### src/rtl/add_acc_pkg.sv
`default_nettype none
// ============================================================================
// Module   : add_acc_pkg
// Purpose  : Shared definitions for the add/accumulate datapath controller:
//            default operand width and the controller state enumeration.
// Ports    : none (package)
// Revision : 1.0 - initial release
// ============================================================================
package add_acc_pkg;

    // Default operand / accumulator width in bits.
    localparam int DEFAULT_WIDTH = 16;

    // Controller states. Encodings are fixed so that the top level can
    // mirror them as plain 2-bit constants.
    typedef enum logic [1:0] {
        IDLE = 2'd0,
        ADD  = 2'd1,
        DONE = 2'd2
    } acc_state_e;

endpackage : add_acc_pkg
`default_nettype wire

### src/rtl/add_accumulator_if.sv
`default_nettype none
// ============================================================================
// Module   : add_accumulator_if
// Purpose  : Bundles the control inputs, the external-adder operand/result
//            bus and the status outputs of add_accumulator.
// Signals  : run, cleara_loadb, sw      - control / operand from environment
//            add_a, add_b, add_cin      - operands towards external adder
//            add_s, add_cout            - result from external adder
//            acc, carry, ovf, busy, done- status towards environment
// Modports : master - environment side (drives controls and adder result)
//            slave  - accumulator side (add_accumulator)
// Revision : 1.0 - initial release
// ============================================================================
interface add_accumulator_if
    import add_acc_pkg::*;
#(
    parameter int WIDTH = DEFAULT_WIDTH
);
    logic             run;
    logic             cleara_loadb;
    logic [WIDTH-1:0] sw;
    logic [WIDTH-1:0] add_a;
    logic [WIDTH-1:0] add_b;
    logic             add_cin;
    logic [WIDTH-1:0] add_s;
    logic             add_cout;
    logic [WIDTH-1:0] acc;
    logic             carry;
    logic             ovf;
    logic             busy;
    logic             done;

    modport master (
        output run, cleara_loadb, sw, add_s, add_cout,
        input  add_a, add_b, add_cin, acc, carry, ovf, busy, done
    );

    modport slave (
        input  run, cleara_loadb, sw, add_s, add_cout,
        output add_a, add_b, add_cin, acc, carry, ovf, busy, done
    );

endinterface : add_accumulator_if
`default_nettype wire

### src/rtl/add_accumulator_rise_detect.sv
`default_nettype none
// ============================================================================
// Module   : rise_detect
// Purpose  : Single-cycle rising-edge detector for a synchronous level.
//            The previous-value register resets to 1 so that a level that is
//            already high when reset releases does not register as an edge.
// Ports    : clk     - clock
//            rst     - synchronous active-high reset
//            i_level - synchronous level input
//            o_rise  - high in the cycle where i_level=1 and was 0 last cycle
// Revision : 1.0 - initial release
// ============================================================================
module rise_detect (
    input  wire logic clk,
    input  wire logic rst,
    input  wire logic i_level,
    output logic      o_rise
);

    logic r_prev;

    always_ff @(posedge clk) begin
        if (rst) begin
            r_prev <= 1'b1;
        end else begin
            r_prev <= i_level;
        end
    end

    assign o_rise = i_level & ~r_prev;

endmodule : rise_detect
`default_nettype wire

### src/rtl/add_accumulator.sv
`default_nettype none
// ============================================================================
// Module   : add_accumulator
// Purpose  : Accumulator controller around an external combinational adder.
//            A rising edge of run adds the B register to the accumulator
//            (IDLE -> ADD -> DONE -> IDLE); cleara_loadb in IDLE clears the
//            accumulator and loads B from sw.
// Ports    : clk  - clock, all state on rising edge
//            rst  - synchronous active-high reset
//            bus  - add_accumulator_if.slave (controls, adder bus, status)
// Config   : ADD_ACC_OVF_EN - when defined, ovf captures signed overflow of
//            each add; otherwise ovf is tied low.
// Revision : 1.0 - initial release
// ============================================================================
module add_accumulator
    import add_acc_pkg::*;
#(
    parameter int WIDTH = DEFAULT_WIDTH
)(
    input  wire logic          clk,
    input  wire logic          rst,
    add_accumulator_if.slave   bus
);

    localparam logic [1:0] ST_IDLE = IDLE;
    localparam logic [1:0] ST_ADD  = ADD;
    localparam logic [1:0] ST_DONE = DONE;

    logic [1:0]       r_state;
    logic [WIDTH-1:0] r_acc;
    logic [WIDTH-1:0] r_b;
    logic             r_carry;
    logic             w_run_rise;
    logic             w_clear;

    rise_detect u_rise_detect (
        .clk     (clk),
        .rst     (rst),
        .i_level (bus.run),
        .o_rise  (w_run_rise)
    );

    // Clear/load only acts in IDLE; it also takes priority over a run edge.
    assign w_clear = (r_state == ST_IDLE) && bus.cleara_loadb;

    always_ff @(posedge clk) begin
        if (rst) begin
            r_state <= ST_IDLE;
            r_acc   <= '0;
            r_b     <= '0;
            r_carry <= 1'b0;
        end else begin
            case (r_state)
                ST_IDLE: begin
                    if (bus.cleara_loadb) begin
                        r_acc   <= '0;
                        r_b     <= bus.sw;
                        r_carry <= 1'b0;
                    end else if (w_run_rise) begin
                        r_state <= ST_ADD;
                    end
                end
                ST_ADD: begin
                    r_acc   <= bus.add_s;
                    r_carry <= bus.add_cout;
                    r_state <= ST_DONE;
                end
                ST_DONE: begin
                    r_state <= ST_IDLE;
                end
                default: begin
                    r_state <= ST_IDLE;
                end
            endcase
        end
    end

`ifdef ADD_ACC_OVF_EN
    logic r_ovf;
    logic w_ovf_term;

    // Signed overflow: operands share a sign but the sum's sign differs.
    assign w_ovf_term = (r_acc[WIDTH-1] == r_b[WIDTH-1]) &&
                        (bus.add_s[WIDTH-1] != r_acc[WIDTH-1]);

    always_ff @(posedge clk) begin
        if (rst) begin
            r_ovf <= 1'b0;
        end else if (w_clear) begin
            r_ovf <= 1'b0;
        end else if (r_state == ST_ADD) begin
            r_ovf <= w_ovf_term;
        end
    end

    assign bus.ovf = r_ovf;
`else
    assign bus.ovf = 1'b0;
`endif

    assign bus.add_a   = r_acc;
    assign bus.add_b   = r_b;
    assign bus.add_cin = 1'b0;
    assign bus.acc     = r_acc;
    assign bus.carry   = r_carry;
    assign bus.busy    = (r_state != ST_IDLE);
    assign bus.done    = (r_state == ST_DONE);

endmodule : add_accumulator
`default_nettype wire

### src/flat_wrapper.sv
// flat-port wrapper written by rule: the top's interface ports become plain ports
module add_accumulator_flat import add_acc_pkg::*;
#(
    parameter int WIDTH = DEFAULT_WIDTH
)
  (clk, rst, bus_run, bus_cleara_loadb, bus_sw, bus_add_s, bus_add_cout, bus_add_a, bus_add_b, bus_add_cin, bus_acc, bus_carry, bus_ovf, bus_busy, bus_done);
  add_accumulator_if #(.WIDTH(WIDTH)) bus_i ();
  input  wire logic clk;
  input  wire logic rst;
  input wire logic [$bits(bus_i.run)-1:0] bus_run;
  input wire logic [$bits(bus_i.cleara_loadb)-1:0] bus_cleara_loadb;
  input wire logic [$bits(bus_i.sw)-1:0] bus_sw;
  input wire logic [$bits(bus_i.add_s)-1:0] bus_add_s;
  input wire logic [$bits(bus_i.add_cout)-1:0] bus_add_cout;
  output wire logic [$bits(bus_i.add_a)-1:0] bus_add_a;
  output wire logic [$bits(bus_i.add_b)-1:0] bus_add_b;
  output wire logic [$bits(bus_i.add_cin)-1:0] bus_add_cin;
  output wire logic [$bits(bus_i.acc)-1:0] bus_acc;
  output wire logic [$bits(bus_i.carry)-1:0] bus_carry;
  output wire logic [$bits(bus_i.ovf)-1:0] bus_ovf;
  output wire logic [$bits(bus_i.busy)-1:0] bus_busy;
  output wire logic [$bits(bus_i.done)-1:0] bus_done;
  assign bus_i.run = bus_run;
  assign bus_i.cleara_loadb = bus_cleara_loadb;
  assign bus_i.sw = bus_sw;
  assign bus_i.add_s = bus_add_s;
  assign bus_i.add_cout = bus_add_cout;
  assign bus_add_a = bus_i.add_a;
  assign bus_add_b = bus_i.add_b;
  assign bus_add_cin = bus_i.add_cin;
  assign bus_acc = bus_i.acc;
  assign bus_carry = bus_i.carry;
  assign bus_ovf = bus_i.ovf;
  assign bus_busy = bus_i.busy;
  assign bus_done = bus_i.done;
  add_accumulator #(.WIDTH(WIDTH)) u_core (.clk(clk), .rst(rst), .bus(bus_i));
endmodule
### config.mk
export PLATFORM = sky130hd
export DESIGN_NAME = add_accumulator_flat
export DESIGN_NICKNAME = d
export VERILOG_FILES = /design/src/rtl/add_acc_pkg.sv /design/src/rtl/add_accumulator_if.sv /design/src/rtl/add_accumulator_rise_detect.sv /design/src/rtl/add_accumulator.sv /design/src/flat_wrapper.sv
export SDC_FILE = /design/constraint.sdc
export NUM_CORES = 1
export LEC_CHECK = 0
export BUFFER_PORTS_ARGS = -buffer_cell sky130_fd_sc_hd__buf_4
export CORE_AREA = 8 8 55 91
export DETAILED_ROUTE_END_ITERATION = 10
export DIE_AREA = 0 0 63 99
export MAX_ROUTING_LAYER = met4
export PLACE_DENSITY = 0.86
export SLEW_MARGIN = 20
export SYNTH_ARGS = -nofsm -noshare
export SYNTH_HDL_FRONTEND = slang
export SYNTH_SLANG_ARGS = --single-unit
### constraint.sdc
create_clock -name clk -period 2.3 [get_ports clk]
set_input_delay 0.115 -clock clk [delete_from_list [all_inputs] [get_ports clk]]
set_output_delay 0.115 -clock clk [all_outputs]
set_load 0.005 [all_outputs]
==> flow_metrics.env, run 1 <==
export IMPL_clockBufferDepth=2
export IMPL_cap_violations=0
export IMPL_die_h_um=99
export IMPL_crit_arrival_ns=1.50
export IMPL_yosysTopAreaCell="dfxtp_1"
export IMPL_fin_crit_ns=1.61
export IMPL_core_um2=3790
export IMPL_drc=0
export IMPL_timing_setup_tns_ns=0
export IMPL_rsz0062_at_grt="no"
export IMPL_grt_overflow=0
export IMPL_syn_area_um2=1780
export IMPL_fin_worst_skew_ns=0.00548
export IMPL_cts_tree="built"
export IMPL_power_per_cell_area_nw_per_um2=538
export IMPL_ys_types=19
export IMPL_area_delta_synth_final_pct=33.8
export IMPL_cpPeakStageDelay_ns=0.62
export IMPL_setup_viol=0
export IMPL_status="complete, no violations"
export IMPL_ctsResizeCount=0
export IMPL_antenna_found_initial=0
export IMPL_finalHoldViolCount=0
export IMPL_grt_pass1_vias=1503
export IMPL_drive_above_1_share_pct=41.7
export IMPL_holdWs_ns=0.0316
export IMPL_synth_common_cells="50 x nand2b_1, 36 x dfxtp_1, 19 x buf_4"
export IMPL_cts_sinks=36
export IMPL_yosys_warnings=0
export IMPL_insertedDiodeCount=0
export IMPL_place_congestion=0.743
export IMPL_fin_crit_sh_pct=70.2
export IMPL_ant_nets=0
export IMPL_cp_max_fo=13
export IMPL_yosysMostFrequentCell="nand2b_1"
export IMPL_worst_path_dominant_cell_family="flip-flops"
export IMPL_portBuffers=87
export IMPL_die_area_um2=6240
export IMPL_worst_setup_path_end_kind="primary output"
export IMPL_start_kind="flip-flop"
export IMPL_worstHoldPathType="primary input to flip-flop"
export IMPL_rows=30
export IMPL_crit_top_cell="buf_4"
export IMPL_clk_latency_ns=0.28
export IMPL_cts_setup_buffers=0
export IMPL_wl_per_cell_um=14.2
export IMPL_hpwlAfterDp_um=3120
export IMPL_relSlewSlack_pct=59.3
export IMPL_leakage_nw=1.05
export IMPL_nNetsFinal=278
export IMPL_root_buffer="clkbuf_8"
export IMPL_drtIter0Drc=34
export IMPL_worst_pin_slew_ns=0.609
export IMPL_clk_pin_slew_ns=0.07
export IMPL_ctsHoldBuffers=0
export IMPL_slowest_stage="dfxtp_1"
export IMPL_drv_slew=0
export IMPL_yosys_register_bits=36
export IMPL_synth_edf_count=0
export IMPL_avgViaCountPerCell=4.73
export IMPL_grt_max_degree=70
export IMPL_vdd_drop_max_v=0.000604
export IMPL_synthTopCellsByArea="dfxtp_1 41%, nand2b_1 18%, nand4bb_1 11%, mux2i_1 9.0%, buf_4 8.0%"
export IMPL_track_usage_pct=13.6
export IMPL_yosys_most_used_dff="dfxtp_1"
export IMPL_syn_inst=176
export IMPL_firstDrtPassIters=3
export IMPL_initial_utilization_pct=46.9
export IMPL_crit_buf_inv=2
export IMPL_die_w_um=63
export IMPL_fill_cells=356
export IMPL_dr_total_vias=1372
export IMPL_synth_async_reset_ratio_pct=0
export IMPL_max_freq_ghz=0.619
export IMPL_cts_htree_levels=2
export IMPL_synth_top_cell_area_share_pct=40.6
export IMPL_path_class="flip-flop to primary output"
export IMPL_syn_avg_cell_area_um2=10.1
export IMPL_grt_pass1_wl_um=6680
export IMPL_cts_buffers=5
export IMPL_routed_wl_um=4130
export IMPL_io_pins=90
export IMPL_cp_required_ns=2.18
export IMPL_crit_path_cell_trace="buf_4, and2b_2, buf_4"
export IMPL_yosysSeqAreaShare_pct=40.6
-- state kept, by name, summed over array words and instances, names as in the netlist --
signal                       cells
u_core.u_rise_detect.r_prev      1
u_core.bus.carry                 1
u_core.bus.add_b                16
u_core.r_state                   2
u_core.bus.acc                  16
-- power by group --
group / switching (W) / internal [W]
Combinational: 0.0000609 / 0.000108
Sequential: 0.0000148 / 0.000646
Clock: 0.000205 / 0.000244
Total: 0.000281 / 0.000998
-- final timing paths --
kind              cells after the start                                   start                                endpoint  slack (ns)
setup / recovery                      3          u_core.r_state[0]$_SDFFE_PP0P_                                bus_done        0.69
setup reg to reg                      2          u_core.r_state[1]$_SDFFE_PP0P_          u_core.bus.acc[8]$_SDFFE_PP0P_        0.93
hold reg to reg                       1  u_core.u_rise_detect.r_prev$_SDFF_PP1_          u_core.r_state[0]$_SDFFE_PP0P_        0.45
hold / removal                        2                                 bus_run  u_core.u_rise_detect.r_prev$_SDFF_PP1_        0.03
-- cells by family (layout without fill, tap and decap cells) --
logic type,count (synthesis),count (layout),share of synthesized area [%]
buffers and inverters,32,97,12.8
and+or+nand+nor,73,73,32.0
other,1,2,0.211
DFF,36,36,40.6
muxes,16,16,9.01
AOI/OAI and AO/OA,18,18,5.35
-- stage by stage --
step	utilization, %	instance area [um^2]	instances	total power (W)	worst slack (ns)
4_1_cts	62.7	2380	290	0.00130	0.672
3_3_place_gp	60.3	2290	282	0.000844	0.991
3_5_place_dp	60.3	2290	282	0.000847	0.944
6_report	62.7	2380	290	0.00128	0.686
5_1_grt	62.7	2380	290	0.00133	0.574
2_1_floorplan	-	1780	177	0.000762	1.28
-- placed cells by master (no fill, tap or decap), drive strengths merged --
cell type,instances
clkbuf,8
o21ai,17
nor3b,2
nor4,1
buf,89
conb,2
dfxtp,36
and2b,1
o21ba,1
or2,2
mux2i,16
nand4bb,17
nand2b,50
-- worst register-to-register path: stages, from the launching register on --
cell,delay [ns]
dfxtp_1,0.71
o21ba_2,0.35
o21ai_0,0.23
-- metal layers --
metal  global-route usage [%]  part of all wire, %  vias up
li1                         -                    -      697
met1                     11.0                   36      617
met2                     25.7                   55       50
met3                     4.09                  5.5        8
met4                     8.13                  2.9        0
met5                        -                    0        -
-- final cells by class --
cell class	count	area (um^2)	area share, %
Tap cell	48	60.1	2.53
Timing Repair Buffer	89	668	28.1
Sequential cell	36	721	30.3
Multi-Input combinational cell	109	838	35.3
Clock buffer	8	90.1	3.79
No activity file was read; power rests on OpenSTA's default activity.
==> run 2, diff against run 1 <==
--- a/config.mk
+++ b/config.mk
@@ -6,11 +6,11 @@
 export NUM_CORES = 1
 export LEC_CHECK = 0
 export BUFFER_PORTS_ARGS = -buffer_cell sky130_fd_sc_hd__buf_4
-export CORE_AREA = 8 8 55 91
+export CORE_AREA = 8 8 57 95
 export DETAILED_ROUTE_END_ITERATION = 10
-export DIE_AREA = 0 0 63 99
+export DIE_AREA = 0 0 65 103
 export MAX_ROUTING_LAYER = met4
-export PLACE_DENSITY = 0.86
+export PLACE_DENSITY = 0.79
 export SLEW_MARGIN = 20
 export SYNTH_ARGS = -nofsm -noshare
 export SYNTH_HDL_FRONTEND = slang
==> constraint.sdc (replaced) <==
create_clock -name clk -period 1.69 [get_ports clk]
set_input_delay 0.0845 -clock clk [delete_from_list [all_inputs] [get_ports clk]]
set_output_delay 0.0845 -clock clk [all_outputs]
set_load 0.005 [all_outputs]
==> flow_metrics.env, run 2 (synthesis gave the netlist of run 1 again) <==
export IMPL_status="complete, no violations"
export IMPL_power_per_cell_area_nw_per_um2=730
export IMPL_final_common_cell="buf_4"
export IMPL_mostFrequentLayoutCells="91 x buf_4, 50 x nand2b_1, 36 x dfxtp_1"
export IMPL_crit_arrival_ns=1.25
export IMPL_routed_wl_um=4230
export IMPL_avgViaCountPerCell=4.77
export IMPL_multi_input_area_um2=838
export IMPL_cp_required_ns=1.61
export IMPL_worst_setup_path_end_kind="primary output"
export IMPL_worstHoldPathType="primary input to flip-flop"
export IMPL_die_w_um=65
export IMPL_cap_violations=0
export IMPL_cp_max_fo=10
export IMPL_antenna_found_initial=0
export IMPL_ant_nets=0
export IMPL_grt_overflow=0
export IMPL_initial_utilization_pct=43.6
export IMPL_drive_above_1_share_pct=42.0
export IMPL_drc=0
export IMPL_max_freq_ghz=0.747
export IMPL_setup_viol=0
export IMPL_drtIter0Drc=39
export IMPL_clk_latency_ns=0.28
export IMPL_root_buffer="clkbuf_8"
export IMPL_vdd_drop_max_v=0.000658
export IMPL_cts_sinks=36
export IMPL_cts_buffers=5
export IMPL_fill_cells=388
export IMPL_ctsResizeCount=0
export IMPL_fin_crit_ns=1.34
export IMPL_clk_pin_slew_ns=0.07
export IMPL_nNetsFinal=281
export IMPL_grt_pass1_vias=1453
export IMPL_path_class="flip-flop to primary output"
export IMPL_ctsHoldBuffers=1
export IMPL_cts_htree_levels=2
export IMPL_register_area_um2=721
export IMPL_insertedDiodeCount=0
export IMPL_dr_total_vias=1403
export IMPL_wl_per_cell_um=14.4
export IMPL_timing_setup_tns_ns=0
export IMPL_cts_tree="built"
export IMPL_io_pins=90
export IMPL_cts_setup_buffers=0
export IMPL_area_delta_synth_final_pct=35.3
export IMPL_clockBufferDepth=2
export IMPL_finalHoldViolCount=0
export IMPL_start_kind="flip-flop"
export IMPL_place_congestion=0.758
export IMPL_die_h_um=103
export IMPL_fin_crit_sh_pct=79.3
export IMPL_fin_util_pct=59.0
export IMPL_hpwlAfterDp_um=3100
export IMPL_rows=31
export IMPL_rsz0062_at_grt="no"
export IMPL_die_area_um2=6700
export IMPL_track_usage_pct=13.2
export IMPL_drv_slew=0
export IMPL_grt_pass1_wl_um=6740
export IMPL_leakage_nw=1.06
export IMPL_portBuffers=87
export IMPL_firstDrtPassIters=4
export IMPL_core_um2=4070
export IMPL_grt_max_degree=70
export IMPL_fin_worst_skew_ns=0.00300
==> run 2: changes by cell type in the layout (fill, tap and decap cells not counted) <==
cell	delta
buf_4	+2
dlygate4sd3_1	+1
==> run 2: worst paths after layout <==
kind                                           from                                 to  slack [ns]  cells after the start
min reg2reg  u_core.u_rise_detect.r_prev$_SDFF_PP1_     u_core.r_state[0]$_SDFFE_PP0P_        0.44                      1
min                                   bus_add_s[14]    u_core.bus.acc[14]$_SDFFE_PP0P_        0.06                      3
max                  u_core.r_state[0]$_SDFFE_PP0P_                           bus_done        0.35                      3
max reg2reg          u_core.r_state[1]$_SDFFE_PP0P_  u_core.bus.add_b[15]$_SDFFE_PP0P_        0.54                      3
==> run 2: layout make-up <==
cell class | count | share of cell area, %
repair buffers | 92 | 28.8
multi-input cells | 109 | 34.9
well taps | 49 | 2.55
flip-flops and latches | 36 | 30.0
clock buffers | 8 | 3.75
==> run 2: report_power, final <==
group          total, W  switching (W)  internal (W)  leakage [nW]
registers      0.000898      0.0000186      0.000879         0.294
logic          0.000234      0.0000845      0.000149         0.724
clock network  0.000624       0.000291      0.000332        0.0455
total           0.00176       0.000395       0.00136          1.06
==> run 2: per-stage QoR <==
step           cell area, um^2  power (W)  hold slack, ns  instances  worst slack [ns]
2_1_floorplan             1780    0.00104           0.191        177             0.670
3_3_place_gp              2300    0.00115           0.292        285             0.602
3_5_place_dp              2300    0.00115           0.291        285             0.551
4_1_cts                   2400    0.00178          0.0530        294             0.335
5_1_grt                   2400    0.00184          0.0615        294             0.271
6_report                  2400    0.00176          0.0592        294             0.351
==> run 2: worst max-delay path: stages, from the launching register on <==
cell and delay (ns):
dfxtp_1 0.42, buf_4 0.20, and2b_2 0.22, buf_4 0.13
==> run 2: per-layer routing <==
layer,routed length [um],GRT usage (%),vias to the layer above
met1,1570,12.1,641
met5,0,-,-
met4,116,7.26,0
met3,271,4.90,8
met2,2270,23.2,51
li1,-,-,703
